$ cat config.mk
export PLATFORM = sky130hd
export DESIGN_NAME = spi_arb_m
export DESIGN_NICKNAME = d
export VERILOG_FILES = /design/src/rtl/spi_pkg.sv /design/src/rtl/rr_arb_m.sv /design/src/rtl/spi_arb_m.sv
export SDC_FILE = /design/constraint.sdc
export NUM_CORES = 1
export LEC_CHECK = 0
export ABC_AREA = 1
export BUFFER_PORTS_ARGS = -buffer_cell sky130_fd_sc_hd__buf_2
export CAP_MARGIN = 20
export CORE_MARGIN = 3
export CORE_UTILIZATION = 49
export CTS_CLUSTER_SIZE = 12
export DETAILED_ROUTE_END_ITERATION = 8
export GPL_ROUTABILITY_DRIVEN = 1
export GPL_TIMING_DRIVEN = 0
export PLACE_DENSITY = 0.78
export SYNTH_ARGS = -nofsm -noshare
export SYNTH_HDL_FRONTEND = slang
export SYNTH_SLANG_ARGS = --single-unit
$ cat constraint.sdc
create_clock -name CLK -period 1.8 [get_ports CLK]
set_input_delay 0.18 -clock CLK [delete_from_list [all_inputs] [get_ports CLK]]
set_output_delay 0.18 -clock CLK [all_outputs]
set_load 0.1 [all_outputs]
$ cat src/rtl/spi_pkg.sv
// Shared definitions for the SPI master arbiter: byte width and FSM states.
package spi_pkg;

  localparam int BYTE_W = 8;

  // Sequencer states: one byte = LOAD -> WAIT_LO -> WAIT_HI -> CAP.
  typedef enum logic [2:0] {
    IDLE    = 3'd0,
    LOAD    = 3'd1,
    WAIT_LO = 3'd2,
    WAIT_HI = 3'd3,
    CAP     = 3'd4
  } state_t;

endpackage

$ cat src/rtl/rr_arb_m.sv
// Round-robin pick: first asserted request at or after ptr, wrapping.
// Purely combinational; the pointer register lives in the caller.
module rr_arb_m #(
  parameter int N_REQ = 2,
  parameter int IDX_W = 1
) (
  input  logic [N_REQ-1:0] req,
  input  logic [IDX_W-1:0] ptr,
  output logic [N_REQ-1:0] win_oh,
  output logic [IDX_W-1:0] win_idx,
  output logic             win_vld
);

  // Scan requesters starting at ptr; the first hit wins.
  always_comb begin
    int j;
    win_oh  = '0;
    win_idx = '0;
    win_vld = 1'b0;
    j       = 0;
    for (int k = 0; k < N_REQ; k++) begin
      j = int'(ptr) + k;
      if (j >= N_REQ) j = j - N_REQ;
      if (!win_vld && req[j]) begin
        win_vld    = 1'b1;
        win_idx    = IDX_W'(j);
        win_oh[j]  = 1'b1;
      end
    end
  end

endmodule

$ cat src/rtl/spi_arb_m.sv
// Shares one SPI master between N_REQ requesters and sequences multi-byte
// transfers on it, one START per byte, completion tracked on the master's CS.
//
// Client handshake: a requester raises REQ (level) with LEN and its first
// byte on TX_DATA. GNT stays one-hot for the whole transaction. Each TX_ACK
// pulse means the current TX_DATA byte was taken; the next byte must be on
// TX_DATA by the following cycle. Every RX_VALID pulse carries one received
// byte on RX_DATA. DONE pulses once at the end; ERR pulses with it when the
// transaction was rejected (LEN=0) or aborted (CS timeout). REQ of the
// granted requester is not looked at again until DONE.
module spi_arb_m
  import spi_pkg::*;
#(
  parameter int N_REQ   = 2,
  parameter int LEN_W   = 3,
  parameter int TIMEOUT = 64
) (
  input  logic                    CLK,
  input  logic                    RST,
  input  logic [N_REQ-1:0]        REQ,
  input  logic [N_REQ*LEN_W-1:0]  LEN,
  input  logic [N_REQ*BYTE_W-1:0] TX_DATA,
  output logic [N_REQ-1:0]        GNT,
  output logic                    TX_ACK,
  output logic [BYTE_W-1:0]       RX_DATA,
  output logic                    RX_VALID,
  output logic                    DONE,
  output logic                    ERR,
  output logic                    M_START,
  output logic [BYTE_W-1:0]       M_DOUT,
  input  logic [BYTE_W-1:0]       M_DIN,
  input  logic                    M_CS,
  output state_t                  dbg_state
);

  localparam int IDX_W = $clog2(N_REQ);
  localparam int CNT_W = $clog2(TIMEOUT + 1);

  state_t             state, state_nxt;
  logic [IDX_W-1:0]   ptr, ptr_nxt;
  logic [IDX_W-1:0]   gidx, gidx_nxt;
  logic [LEN_W-1:0]   rem, rem_nxt;
  logic [CNT_W-1:0]   cnt, cnt_nxt;
  logic [N_REQ-1:0]   gnt_nxt;
  logic               tx_ack_nxt, rx_valid_nxt, done_nxt, err_nxt, m_start_nxt;
  logic [BYTE_W-1:0]  rx_data_nxt, m_dout_nxt;

  logic [N_REQ-1:0]   win_oh;
  logic [IDX_W-1:0]   win_idx;
  logic               win_vld;
  logic [LEN_W-1:0]   win_len;

  assign dbg_state = state;

  rr_arb_m #(
    .N_REQ (N_REQ),
    .IDX_W (IDX_W)
  ) u_rr (
    .req     (REQ),
    .ptr     (ptr),
    .win_oh  (win_oh),
    .win_idx (win_idx),
    .win_vld (win_vld)
  );

  assign win_len = LEN[int'(win_idx)*LEN_W +: LEN_W];

  // Requester after idx, wrapping; the served requester drops to lowest priority.
  function automatic logic [IDX_W-1:0] next_idx(input logic [IDX_W-1:0] idx);
    if (int'(idx) == N_REQ - 1) return '0;
    return idx + IDX_W'(1);
  endfunction

  // Next-state and next-output logic for the byte sequencer.
  always_comb begin
    state_nxt    = state;
    ptr_nxt      = ptr;
    gidx_nxt     = gidx;
    rem_nxt      = rem;
    cnt_nxt      = cnt;
    gnt_nxt      = GNT;
    tx_ack_nxt   = 1'b0;
    rx_valid_nxt = 1'b0;
    done_nxt     = 1'b0;
    err_nxt      = 1'b0;
    m_start_nxt  = 1'b0;
    rx_data_nxt  = RX_DATA;
    m_dout_nxt   = M_DOUT;
    case (state)
      IDLE: begin
        // CS high guard keeps us off a master still finishing an orphaned byte.
        if (win_vld && M_CS) begin
          if (win_len == '0) begin
            done_nxt = 1'b1;
            err_nxt  = 1'b1;
            ptr_nxt  = next_idx(win_idx);
          end else begin
            gnt_nxt   = win_oh;
            gidx_nxt  = win_idx;
            rem_nxt   = win_len;
            state_nxt = LOAD;
          end
        end
      end
      LOAD: begin
        m_dout_nxt  = TX_DATA[int'(gidx)*BYTE_W +: BYTE_W];
        m_start_nxt = 1'b1;
        tx_ack_nxt  = 1'b1;
        cnt_nxt     = '0;
        state_nxt   = WAIT_LO;
      end
      WAIT_LO: begin
        if (!M_CS) begin
          cnt_nxt   = '0;
          state_nxt = WAIT_HI;
        end else if (cnt == CNT_W'(TIMEOUT - 1)) begin
          done_nxt  = 1'b1;
          err_nxt   = 1'b1;
          gnt_nxt   = '0;
          ptr_nxt   = next_idx(gidx);
          state_nxt = IDLE;
        end else begin
          cnt_nxt = cnt + CNT_W'(1);
        end
      end
      WAIT_HI: begin
        if (M_CS) begin
          state_nxt = CAP;
        end else if (cnt == CNT_W'(TIMEOUT - 1)) begin
          done_nxt  = 1'b1;
          err_nxt   = 1'b1;
          gnt_nxt   = '0;
          ptr_nxt   = next_idx(gidx);
          state_nxt = IDLE;
        end else begin
          cnt_nxt = cnt + CNT_W'(1);
        end
      end
      CAP: begin
        rx_data_nxt  = M_DIN;
        rx_valid_nxt = 1'b1;
        rem_nxt      = rem - LEN_W'(1);
        if (rem != LEN_W'(1)) begin
          state_nxt = LOAD;
        end else begin
          done_nxt  = 1'b1;
          gnt_nxt   = '0;
          ptr_nxt   = next_idx(gidx);
          state_nxt = IDLE;
        end
      end
      default: state_nxt = IDLE;
    endcase
  end

  // State and registered outputs.
  always_ff @(posedge CLK) begin
    if (RST) begin
      state    <= IDLE;
      ptr      <= '0;
      gidx     <= '0;
      rem      <= '0;
      cnt      <= '0;
      GNT      <= '0;
      TX_ACK   <= 1'b0;
      RX_DATA  <= '0;
      RX_VALID <= 1'b0;
      DONE     <= 1'b0;
      ERR      <= 1'b0;
      M_START  <= 1'b0;
      M_DOUT   <= '0;
    end else begin
      state    <= state_nxt;
      ptr      <= ptr_nxt;
      gidx     <= gidx_nxt;
      rem      <= rem_nxt;
      cnt      <= cnt_nxt;
      GNT      <= gnt_nxt;
      TX_ACK   <= tx_ack_nxt;
      RX_DATA  <= rx_data_nxt;
      RX_VALID <= rx_valid_nxt;
      DONE     <= done_nxt;
      ERR      <= err_nxt;
      M_START  <= m_start_nxt;
      M_DOUT   <= m_dout_nxt;
    end
  end

endmodule

### Yosys cells after proc, flatten, opt, wreduce, memory -nomap -nowiden

Cells that the tools add are included.

| cells by class | value |
|---|---|
| shift operators | 2 |
| muxes and demuxes | 75 |
| order comparisons | 6 |
| reduce and logical (&&, ||, !) cells | 16 |
| bitwise logic cells | 2 |
| $mul | 1 |
| equality and inequality tests | 14 |
| add/sub/neg operators | 7 |

Operators by type and width:

| cell | count |
|---|---|
| $ge 32x1->1 const B | 2 |
| $lt 32x3->1 const B | 2 |
| $mux 32 | 2 |
| $mux 1 | 46 |
| $ge 32x3->1 const B | 1 |
| $sub 32x3->32 const B | 1 |
| $mux 3 | 7 |
| $mux 7 | 3 |
| $pmux 7 s3 | 1 |
| $mux 2 | 8 |
| $ne 2x2->1 const B | 8 |
| $shiftx 16x5->8 | 1 |
| $pmux 3 s5 | 1 |
| $pmux 1 s4 | 2 |
| $pmux 2 s4 | 1 |
| $reduce_and 8->1 | 1 |
| $add 7x1->7 const B | 1 |
| $eq 7x6->1 const B | 1 |
| $eq 3x2->1 const B | 2 |
| $logic_not 3->1 | 2 |
| $pmux 3 s2 | 1 |
| $reduce_and 3->1 | 2 |
| $reduce_and 6->1 | 1 |
| $shiftx 6x4->3 | 1 |
| other kinds (19) | 25 |

| storage, ports and cells | value |
|---|---|
| input port bits | 35 |
| output and inout bits | 26 |
| flip-flop bits (word level) | 37 |
| word-level logic and storage cells | 135 |

### Longest topological paths before layout

Gate-level depths: netlist of the first run.

| logic depth | value |
|---|---|
| depth in word-level cells | 19 |
| gate-level depth with buffers | 11 |
| depth with buffers taken out | 11 |

### Cells and area by module

A second synthesis of the first run with hierarchy kept.

| second synthesis, totals | value |
|---|---|
| cell total of the unflattened synthesis | 291 |
| area, all modules | 1878.1 sq um |

Modules (own cells, without submodules):

| module | area each (sq um) | times used | cells each | sequential area each (sq um) |
|---|---|---|---|---|
| spi_arb_m | 1823.0 | 1 | 277 | 740.7 |
| rr_arb_m | 55.1 | 1 | 14 | 0.0 |

### Worst setup path after synthesis of the first run

Ideal clock, no wire load.

| path | value |
|---|---|
| kind | flip-flop to flip-flop |
| from | reg state[2], in the netlist dbg_state[2] |
| to | reg GNT[0] |
| setup time | 0.132 ns |
| path buffers | 0 |
| slack | -0.230 ns |
| clock period less this slack | 2.030 ns |
| cell stages (with the launch flop) | 10 |
| arrival time | 1.898 ns |
| data required time | 1.668 ns |
| path through | dfxtp_1 > inv_1 > nand2_1 > nor3_1 > nor2_1 > nand2_1 > nor2_2 > nand2_1 > nand2_1 > a21oi_1 |

| on the way | value |
|---|---|
| longest elaborated chain between the ends | 3 |
| elaborated cells on any way between the ends | 12 |
| those cells by class | eq/ne: 8; mux: 1; reduce/logical: 3 |

Ends and longest elaborated chain:

| what | RTL line | RTL |
|---|---|---|
| from (decl) | spi_arb_m.sv:39 | `state_t state, state_nxt;` |
| from (signal assigned) | spi_arb_m.sv:173 | `state <= state_nxt;` |
| $eq 3x3->1, or another cell as far along | spi_arb_m.sv:89 | `case (state)` |
| $reduce_bool 4->1 (no source line) / $ne 2x2->1 (equally long branches) | n/a |  |
| $reduce_and 6->1 (no source line) | n/a |  |
| to (signal assigned) | spi_arb_m.sv:178 | `GNT <= gnt_nxt;` |
| to (decl) | spi_arb_m.sv:23 | `output logic [N_REQ-1:0] GNT,` |

Parallel ways exist; a longest one is shown, timed or not.
A chain may end at the register's enable or synchronous reset.

### Worst setup path in the final report of the first run

| path | value |
|---|---|
| from | reg state[2], in the netlist dbg_state[2] |
| to | reg cnt[4] |

| on the way | value |
|---|---|
| longest elaborated chain between the ends | 3 |
| elaborated cells on any way between the ends | 7 |
| those cells by class | eq/ne: 4; mux: 1; reduce/logical: 2 |

Ends and longest elaborated chain:

| what | RTL line | RTL |
|---|---|---|
| $eq 3x2->1 / $eq 3x1->1 (equally long branches) | spi_arb_m.sv:89 |  |
| $ne 2x2->1 (no source line) / $reduce_bool 3->1 (equally long branches) | n/a |  |
| $reduce_and 2->1 (no source line) | n/a |  |
| to (signal assigned) | spi_arb_m.sv:177 | `cnt <= cnt_nxt;` |
| to (decl) | spi_arb_m.sv:43 | `logic [CNT_W-1:0] cnt, cnt_nxt;` |

Parallel ways exist; a longest one is shown, timed or not.

==> results of run 1 <==
## power by group through the flow
stage | logic [µW] | clock network, µW | registers (µW)
floorplan | 788 | 0 | 1880
global placement | 1840 | 0 | 1130
detailed placement | 1860 | 0 | 1130
CTS | 1860 | 462 | 1120
global route | 2040 | 493 | 1140
finish | 1860 | 447 | 1120
## critical path: cells and delay by family, from the launching register on
family,cells,cell delay [ps]
simple gates,4,780
buf+inv,2,260
flops,1,400
## metal layers
| layer | GRT usage, % | vias up | part of all wire [%] |
|---|---|---|---|
| li1 | - | 956 | - |
| met1 | 25.6 | 831 | 47 |
| met2 | 32.8 | 55 | 43 |
| met3 | 8.33 | 7 | 7.8 |
| met4 | 7.11 | 0 | 1.5 |
| met5 | 0 | - | 0 |
## sequential cells by signal (all words and copies together) (netlist names)
register,cells
M_START,1
ptr,1
cnt,7
GNT,2
dbg_state,3
RX_DATA,8
gidx,1
M_DOUT,8
rem,3
DONE,1
ERR,1
RX_VALID,1
## cells in the mapped netlist (all sizes together)
cell	number	area share, %
nand4	6	3.0
inv	34	7.2
clkinv	1	0.21
nor4	1	0.35
a21oi	10	2.8
clkbuf	5	1.1
xor2	2	0.99
a31oi	8	2.8
o21ai	18	5.1
nand2	60	13
or2	2	0.71
buf	2	0.71
a311oi	1	0.50
nor3	7	2.0
nor2	43	11
nand3	15	4.5
ha	3	2.1
dfxtp	37	42
a211oi	1	0.42
## stage by stage
| stage | cells | power (µW) | worst slack [ps] |
|---|---|---|---|
| 2_1_floorplan | 256 | 2670 | 155 |
| 3_3_place_gp | 362 | 2970 | 320 |
| 3_5_place_dp | 362 | 2990 | 307 |
| 4_1_cts | 370 | 3440 | 283 |
| 5_1_grt | 370 | 3680 | 114 |
| 6_report | 370 | 3430 | 293 |
## path summary, 6_finish.rpt
check / start / end / slack, ps / cells past startpoint
setup / recovery: dbg_state[2]$_SDFFE_PP0P_ / cnt[4]$_SDFFE_PP0P_ / 290 / 6
hold / removal: TX_DATA[8] / M_DOUT[0]$_SDFFE_PP0P_ / 90 / 3
setup reg to reg: dbg_state[2]$_SDFFE_PP0P_ / cnt[4]$_SDFFE_PP0P_ / 290 / 6
hold reg to reg: GNT[0]$_SDFFE_PP0P_ / GNT[0]$_SDFFE_PP0P_ / 460 / 2
## area by class of cell
| cell class | instances | area share (%) |
|---|---|---|
| repair buffers | 61 | 14.1 |
| flip-flops and latches | 37 | 33.9 |
| well taps | 46 | 2.62 |
| plain buffers | 7 | 1.43 |
| inverters | 35 | 5.99 |
| clock buffers | 7 | 2.51 |
| multi-input cells | 177 | 39.4 |
## logic make-up (layout without fill, tap and decap cells)
family | Yosys count | after routing | share of synthesized area (%)
simple gates | 134 | 134 | 34.1
buf+inv | 42 | 110 | 9.20
compound gates | 38 | 38 | 11.7
flops | 37 | 37 | 41.9
fa+ha+maj | 3 | 3 | 2.12
xor+xnor | 2 | 2 | 0.991
## what timing repair did
action | CTS | global route
buffers inserted | 0 | 0
hold buffers | 1 | 0
endpoints found under the hold margin | 1 | 0
==> reports/results.tsv, run 1 <==
stage	metric	value	unit
status	status	completed	
timing	max frequency	663	MHz
cts	Root Driver	clkbuf_4	
cts	Post-CTS Resized	0	
global_route	GRT Total Usage	20.8	%
floorplan	Ports	61	
layout	leading cell types in the layout, fill and taps excluded	buf_2 (61), nand2_1 (58), nor2_1 (37)	
drt	Residual DRC	0	
layout	ratio of cells with drive above 1 in the final layout	25.6	%
timing	endpoints failing hold	0	
timing	fin crit period	1510	ps
global_route	vias in the first global route	1670	
power_and_ir_drop	NetSw	1840	µW
drt	ANT nets after route	0	
worst_setup_path	Arrival @ worst endpoint	1780	ps
layout	final instance area	2190	µm²
worst_setup_path	crit path cell chain	inv_1, nand3_1, inv_1, nor2_2, nand2_1, nor3_1	
layout	n_diodes	0	
synthesis	register area share after synthesis	41.9	%
synthesis	Syn. warnings	0	
power_and_ir_drop	Power Density	1560	nW/µm²
synthesis	Unique masters post-synth	27	
worst_setup_path	most frequent CP cell	inv_1	
synthesis	Cell Area, Synth	1770	µm²
timing	Worst slew margin	67.3	%
cts	CTS tree	built	
global_route	initial antenna violation count	0	
power_and_ir_drop	P_int	1590	µW
synthesis	Syn Nets	294	
drt	Vias/cell	5.00	
cts	TritonCTS Sinks	37	
place	placed cell area	2130	µm²
layout	Area growth, synth to finish	24.1	%
synthesis	syn_area_per_cell	6.91	µm²
worst_setup_path	critical path class	reg -> reg	
layout	leading cell type in the layout, fill and taps excluded	buf_2	
drt	Wirelength per Cell	10.7	µm
layout	nets	362	
drt	Vias	1849	
synthesis	cell count after synthesis	256	
cts	Worst-Skew Late Latency	340	ps
run	maxcap violations	0	
drt	post-detailed-routing wire length	3980	µm
layout	area occupied by registers	744	µm²
worst_setup_path	Worst setup EP type	flip-flop	
drt	Iteration-0 DRC Markers	87	
timing	setup_tns	0	ps
cts	H-tree Lvls	2	
worst_setup_path	CP max FO	8	
worst_setup_path	Req. time, crit path	2070	ps
layout	area taken by multi-input logic gates	865	µm²
timing	setup violators final	0	
floorplan	die height	66.1	µm
power_and_ir_drop	Lkg Pwr	0.00112	µW
drt	drt pass-1 iters	4	
power_and_ir_drop	Peak supply drop	1.28	mV
power_and_ir_drop	sequential share of power	32.6	%
floorplan	full die area	4360	µm²
worst_setup_path	CP max-delay cell	dfxtp_2	
cts	CTS buffer count	5	
timing	skew final	9.98	ps
global_route	largest net degree at the start of global routing	11	
floorplan	Die Span X	66.1	µm
floorplan	core area	3420	µm²
global_route	GRT overflow	0	
timing	Final Max Slew Viols	0	
layout	fill cell count	332	
timing	RSZ-0062 raised after global routing	no	
worst_setup_path	Critical Path Start Type	flip-flop	
place	Final HPWL DP	3050	µm
timing	Final Cycle Share	83.7	%
timing	Hold Slack	86.5	ps
cts	Clock Pin Slew Worst Setup and Hold Paths	110	ps
floorplan	initial core utilization	51.8	%
power_and_ir_drop	Net Sw Frac	53.5	%
cts	Max Root-Sink Buffers	2	
floorplan	row count	21	
place	IO Port Bufs	60	
global_route	first-pass GRT wire length	6980	µm
timing	Worst-Margin Slew	494	ps
power_and_ir_drop	clock share of power	13.0	%
layout	fin util	64.2	%
power_and_ir_drop	Comb pwr share	54.3	%
hold_path	Hold Path Class	in -> reg	
worst_setup_path	CP max stage delay	400	ps
synthesis	number of synthesized register bits	37	
place	Final GP Congestion	0.864	
Note: power is estimated with default switching activity, not from simulation.
==> run 2: changes to the inputs <==
ABC_AREA = 0   (was 1)
CORE_UTILIZATION = 50   (was 49)
PLACE_DENSITY = 0.79   (was 0.78)
clock period = 1.5 ns   (was 1.8 ns; I/O delays follow)
==> run 2 against run 1 <==
  * Sequential share of layout area fell by 4.0 points
  * Hold slack lost 45 ps
  * The flow now finishes with violations (negative setup slack)
  * Critical path depth is the same
  * Cell area increased by 16%
  * Non-clock buffer count increased by 14
  * Synthesized cell count fell by 19%
  * Routed wire length is 22% higher
  * Core utilization is 10 points higher
  * Die area rose by 0.71%
==> reports/results.tsv, run 2 <==
stage	metric	value	unit
status	status	finished with violations	
status	failing checks	negative setup slack	
synthesis	cell count after synthesis	208	
synthesis	Post-Synth XOR/XNOR Area	2.89	%
cts	CTS buffer count	5	
cts	CTS tree	built	
floorplan	core area	3420	µm²
timing	fin crit period	1680	ps
place	Final HPWL DP	3080	µm
drt	post-detailed-routing wire length	4870	µm
synthesis	largest family of logic cells by synthesized area	simple AND/OR/NAND/NOR gates	
synthesis	Syn Nets	246	
synthesis	Cell Area, Synth	1820	µm²
synthesis	Unique masters post-synth	50	
worst_setup_path	CP startpoint	dbg_state[1]$_SDFFE_PP0P_	
drt	ANT nets after route	0	
synthesis	Synth Area in Compound Gates	19.3	%
hold_path	Hold Path Class	in -> reg	
power_and_ir_drop	Lkg Pwr	0.00102	µW
layout	Area growth, synth to finish	40.0	%
hold_path	Hold Startpoint	M_DIN[1]	
worst_setup_path	Req. time, crit path	1730	ps
cts	TritonCTS Sinks	37	
global_route	initial antenna violation count	0	
worst_setup_path	CP delay by family, top	compound AO/OA/AOI/OAI gates	
floorplan	initial core utilization	53.2	%
drt	Vias	1803	
worst_setup_path	crit path cell chain	buf_12, nor2_4, a21boi_4, o31a_1, a21oi_1, a221oi_1	
worst_setup_path	worst path bufs/invs	1	
power_and_ir_drop	Power Density	1690	nW/µm²
synthesis	Async S/R FF share, synth	0	%
worst_setup_path	critical path class	reg -> reg	
timing	Worst-Margin Slew	600	ps
synthesis	post-synthesis simple-gate area fraction	23.6	%
worst_setup_path	Critical Path Start Type	flip-flop	
power_and_ir_drop	Peak supply drop	0.814	mV
synthesis	area share of the largest cell type after synthesis	40.7	%
worst_setup_path	CP max-delay cell	dfxtp_4	
place	Final GP Congestion	0.835	
synthesis	Synth top cells by count	dfxtp_1 (37), nor2_1 (27), nand2_1 (24)	
place	pre-CTS WS	-219	ps
synthesis	adder-cell share of the synthesized area	2.06	%
worst_setup_path	CP max FO	10	
synthesis	most common cell in the netlist	dfxtp_1	
cts	Root Driver	clkbuf_4	
timing	final worst setup slack	-178	ps
layout	Layout Cells excl Fill	332	
power_and_ir_drop	Final Power	4300	µW
timing	Final Cycle Share	112	%
worst_setup_path	reg-to-reg critical path startpoint	dbg_state[1]$_SDFFE_PP0P_	
synthesis	number of synthesized register bits	37	
worst_setup_path	Arrival @ worst endpoint	1910	ps
synthesis	register area share after synthesis	40.7	%
synthesis	top cells by area, synth	dfxtp_1 (41%), nor2_1 (5.6%), mux2i_1 (5.5%)	
layout	fin util	74.5	%
place	DP Cell Count	313	
cts	Worst-Skew Late Latency	340	ps
floorplan	row count	21	
timing	Worst slew margin	59.6	%
worst_setup_path	CP max stage delay	380	ps
layout	n_diodes	0	
global_route	GRT overflow	0	
layout	largest registers	M_DOUT x8, RX_DATA x8, cnt x7	
layout	final instance area	2540	µm²
drt	drt pass-1 iters	4	
timing	max frequency	596	MHz
global_route	largest net degree at the start of global routing	12	
timing	skew final	9.27	ps
synthesis	syn_area_per_cell	8.74	µm²
place	IO Port Bufs	59	
run	maxcap violations	0	
cts	H-tree Lvls	2	
floorplan	Die Span X	66.3	µm
drt	Residual DRC	0	
drt	Iteration-0 DRC Markers	86	
timing	setup violators final	7	
cts	Clock Pin Slew Worst Setup and Hold Paths	120	ps
synthesis	Synth area leader	dfxtp_1	
layout	nets	323	
synthesis	Syn. warnings	0	
drt	Wirelength per Cell	14.7	µm
layout	leading cell type in the layout, fill and taps excluded	buf_2	
floorplan	Ports	61	
timing	Final Max Slew Viols	0	
timing	RSZ-0062 raised after global routing	yes	
layout	fill cell count	260	
floorplan	full die area	4400	µm²
layout	ratio of cells with drive above 1 in the final layout	43.4	%
cts	Max Root-Sink Buffers	2	
worst_setup_path	Worst setup EP type	flip-flop	
floorplan	die height	66.3	µm
timing	endpoints failing hold	0	
drt	Vias/cell	5.43	
layout	leading cell types in the layout, fill and taps excluded	buf_2 (60), dfxtp_1 (29), nor2_1 (25)	
synthesis	most common flop cell mapped by yosys	dfxtp_1	
global_route	vias in the first global route	1619	
global_route	GRT Total Usage	20.5	%
place	placed cell area	2220	µm²
synthesis	mux share of post-synthesis cell area	7.36	%
synthesis	Post-synth EDFFs	0	
global_route	first-pass GRT wire length	7080	µm
run 2: changes by cell type after synthesis, moves of 7 or more:
cell	change
mux2i_1	+10
o21ai_0	-13
nor2_1	-10
a211oi_1	+9
nand2_1	-34
inv_1	-30
nand3_1	-12
nand2b_1	+7
a31oi_1	-8
run 2: final timing paths:
kind | endpoint | slack [ps] | cells after the start
setup / recovery | rem[0]$_SDFFE_PP0P_ | -180 | 6
hold reg to reg | cnt[6]$_SDFFE_PP0P_ | 450 | 2
hold / removal | RX_DATA[1]$_SDFFE_PP0P_ | 40 | 3
setup reg to reg | rem[0]$_SDFFE_PP0P_ | -180 | 6
run 2: per-stage QoR:
| stage | setup TNS [ps] | hold slack (ps) |
|---|---|---|
| global placement | -1810 | 392 |
| detailed placement | -2120 | 397 |
| finish | -409 | 41.2 |
| CTS | -41.0 | 29.9 |
| global route | -1360 | 36.9 |
| floorplan | -667 | 286 |
run 2: logic make-up after synthesis:
family | after synthesis
adders and majority gates | 3
AOI/OAI and AO/OA | 50
and+or+nand+nor | 84
muxes | 13
DFF | 37
buffers and inverters | 15
xor gates and xnor gates | 6
run 2: layout make-up:
cell class | instances | area (µm²) | area share, %
plain buffers | 11 | 82.6 | 3.24
clock buffers | 8 | 80.1 | 3.15
repair buffers | 71 | 385 | 15.1
flip-flops and latches | 37 | 761 | 29.9
well taps | 46 | 57.6 | 2.26
multi-input cells | 156 | 1170 | 45.9
inverters | 3 | 11.3 | 0.442
run 2: routing by layer:
| layer | part of all wire, % | vias to the layer above | track usage, % |
|---|---|---|---|
| li1 | - | 891 | - |
| met1 | 41 | 834 | 25.0 |
| met2 | 50 | 67 | 35.6 |
| met3 | 7.6 | 11 | 5.10 |
| met4 | 1.4 | 0 | 5.33 |
| met5 | 0 | - | 0 |
run 2: worst min-delay path, delay by kind of cell:
family,cells,cell delay [ps]
buf+inv,1,100
compound gates,1,50
simple gates,1,40
run 2: report_power, final:
| part | switching [µW] | total (µW) | internal, µW |
|---|---|---|---|
| clock network | 326 | 657 | 331 |
| logic | 1650 | 2370 | 724 |
| registers | 117 | 1270 | 1150 |
run 2: timing repair:
action                     4_1_cts  5_1_grt
pin swaps                        5        8
buffers inserted                 2       10
hold buffers                     0        0
setup endpoints to repair       16       15
resized for setup               19       20
==> run 3: changes to the inputs <==
CORE_UTILIZATION = 52   (was 50)
CTS_BUF_LIST = sky130_fd_sc_hd__clkbuf_4 sky130_fd_sc_hd__clkbuf_8   (was default)
PLACE_DENSITY = 0.82   (was 0.79)
==> run 3 against run 2 <==
  * Maximum frequency is 8.0% higher
  * First-iteration DRC count is 57% higher
  * Final cell count shrank 1.5%
  * Non-clock buffer count shrank 4
  * Critical endpoint is now GNT[1]$_SDFFE_PP0P_
  * Die area decreased by 3.5%
  * Power shrank 3.8%
  * Core utilization up 3.5 points
  * The run still ends with negative setup slack left
  * Sequential power barely moved
  * Routed wire length decreased by 0.76%
  * Largest power group unchanged
  * Clock skew rose by 4.3 ps
  * Global-route usage increased by 1.9 points
  * Largest cell class unchanged
==> reports/results.tsv, run 3 (synthesized netlist as in run 2, its figures left out) <==
stage	metric	value	unit
timing	fin crit period	1550	ps
worst_setup_path	R2R cell count	6	
global_route	vias in the first global route	1654	
cts	TritonCTS Sinks	37	
global_route	GRT Total Usage	22.4	%
timing	Worst-Margin Slew	530	ps
worst_setup_path	CP max FO	10	
power_and_ir_drop	Comb pwr share	54.7	%
timing	setup violators final	6	
power_and_ir_drop	Peak supply drop	0.691	mV
worst_setup_path	FF-to-FF setup slack	-50	ps
power_and_ir_drop	sequential share of power	31.4	%
worst_setup_path	critical path class	reg -> reg	
floorplan	Ports	61	
cts	H-tree Lvls	2	
global_route	first-pass GRT wire length	7400	µm
place	Final GP Congestion	0.829	
worst_setup_path	Critical Path Start Type	flip-flop	
global_route	initial antenna violation count	0	
hold_path	WHS Endpoint	RX_DATA[7]$_SDFFE_PP0P_	
hold_path	Hold Path Class	in -> reg	
drt	Wirelength per Cell	14.8	µm
drt	Vias/cell	5.48	
layout	n_diodes	0	
place	IO Port Bufs	59	
layout	leading cell type in the layout, fill and taps excluded	buf_2	
floorplan	full die area	4240	µm²
layout	ratio of cells with drive above 1 in the final layout	41.7	%
cts	Clock Pin Slew Worst Setup and Hold Paths	120	ps
drt	Residual DRC	0	
hold_path	Hold Startpoint	M_DIN[7]	
worst_setup_path	reg-to-reg critical path startpoint	dbg_state[1]$_SDFFE_PP0P_	
status	status	finished with violations	
cts	hold_buf cts	0	
power_and_ir_drop	Power Density	1660	nW/µm²
cts	CTS buffer count	5	
timing	skew final	13.6	ps
worst_setup_path	Critical R2R Capture	GNT[1]$_SDFFE_PP0P_	
power_and_ir_drop	NetSw	2070	µW
floorplan	initial core utilization	56.8	%
power_and_ir_drop	Net Sw Frac	49.9	%
layout	nets	320	
drt	Vias	1793	
floorplan	core area	3200	µm²
timing	Final Cycle Share	104	%
timing	Final Max Slew Viols	0	
worst_setup_path	Req. time, crit path	1780	ps
drt	Iteration-0 DRC Markers	135	
timing	RSZ-0062 raised after global routing	yes	
drt	ANT nets after route	0	
timing	setup_tns	-182	ps
floorplan	row count	20	
global_route	GRT overflow	0	
worst_setup_path	Worst setup EP type	flip-flop	
cts	CTS tree	built	
cts	Worst-Skew Late Latency	360	ps
run	maxcap violations	0	
layout	Area growth, synth to finish	37.4	%
drt	drt pass-1 iters	5	
power_and_ir_drop	Lkg Pwr	0.000993	µW
floorplan	Die Span X	65.1	µm
power_and_ir_drop	clock share of power	13.9	%
drt	post-detailed-routing wire length	4830	µm
timing	Worst slew margin	64.4	%
place	Final HPWL DP	3070	µm
cts	Root Driver	clkbuf_4	
layout	fill cell count	237	
timing	endpoints failing hold	0	
worst_setup_path	Arrival @ worst endpoint	1830	ps
floorplan	die height	65.1	µm
status	failing checks	negative setup slack	
timing	max frequency	644	MHz
global_route	largest net degree at the start of global routing	13	
timing	final worst setup slack	-53.3	ps
layout	largest registers	M_DOUT x8, RX_DATA x8, cnt x7	
timing	Hold Slack	21.2	ps
hold_path	hold path depth	3	
power_and_ir_drop	P_int	2070	µW
layout	leading cell types in the layout, fill and taps excluded	buf_2 (61), dfxtp_1 (30), nor2_1 (26)	
cts	Max Root-Sink Buffers	2	
run 3: metrics by stage:
| stage | power [µW] | cell area, µm² | std cells | setup WS [ps] | util (%) |
|---|---|---|---|---|---|
| final | 4140 | 2500 | 327 | -53.3 | 78.0 |
| after global routing | 4340 | 2500 | 327 | -155 | 78.0 |
| after CTS | 4010 | 2410 | 321 | -17.2 | 75.2 |
| after detailed placement | 3320 | 2220 | 311 | -269 | 69.3 |
| after global placement | 3290 | 2220 | 311 | -204 | 69.3 |
| after floorplan | 2990 | 1870 | 208 | -93.5 | - |
run 3: worst max path at each step:
stage | start | end | slack (ps) | cells after the start
after floorplan | dbg_state[1]$_SDFFE_PP0P_ | cnt[2]$_SDFFE_PP0P_ | -90 | 6
after global placement | cnt[0]$_SDFFE_PP0P_ | GNT[1]$_SDFFE_PP0P_ | -200 | 6
after detailed placement | cnt[0]$_SDFFE_PP0P_ | GNT[1]$_SDFFE_PP0P_ | -270 | 6
after CTS | dbg_state[1]$_SDFFE_PP0P_ | GNT[1]$_SDFFE_PP0P_ | -20 | 6
after global routing | ptr$_SDFFE_PP0P_ | rem[2]$_SDFFE_PP0P_ | -150 | 5
final | dbg_state[1]$_SDFFE_PP0P_ | GNT[1]$_SDFFE_PP0P_ | -50 | 6
run 3: metal layers:
| metal | wire length [µm] | share of wire [%] | global-route usage, % | up-vias |
|---|---|---|---|---|
| li1 | - | - | - | 884 |
| met3 | 424 | 8.8 | 5.47 | 14 |
| met1 | 2020 | 42 | 28.2 | 815 |
| met2 | 2260 | 47 | 35.9 | 80 |
| met4 | 121 | 2.5 | 10.6 | 0 |
| met5 | 0 | 0 | 0 | - |
run 3: repair_timing:
item,in CTS,in global routing
setup buffers,3,5
resized for setup,20,11
pin swaps,6,6
endpoints found under the setup margin,16,26
cloned,0,1
run 3: worst max-delay path, stage by stage, from the launching register on:
cell	delay, ps
dfxtp_4	380
buf_12	150
nor2_4	130
a21boi_4	250
o22ai_2	120
a21oi_2	230
mux2i_1	210
run 3: power groups by stage:
| stage | logic, µW | clock network, µW | registers (µW) |
|---|---|---|---|
| 6_report | 2260 | 575 | 1300 |
| 5_1_grt | 2390 | 632 | 1320 |
| 4_1_cts | 2140 | 585 | 1280 |
| 3_5_place_dp | 2070 | 0 | 1250 |
| 3_3_place_gp | 2050 | 0 | 1240 |
| 2_1_floorplan | 900 | 0 | 2090 |
run 3: area by class of cell:
| cell class | instances | area (µm²) | area share (%) |
|---|---|---|---|
| Clock inverter | 2 | 13.8 | 0.551 |
| Clock buffer | 6 | 51.3 | 2.05 |
| Tap cell | 44 | 55.1 | 2.20 |
| Sequential cell | 37 | 759 | 30.4 |
| Inverter | 3 | 11.3 | 0.451 |
| Multi-Input combinational cell | 157 | 1150 | 45.9 |
| Buffer | 11 | 76.3 | 3.05 |
| Timing Repair Buffer | 67 | 384 | 15.4 |
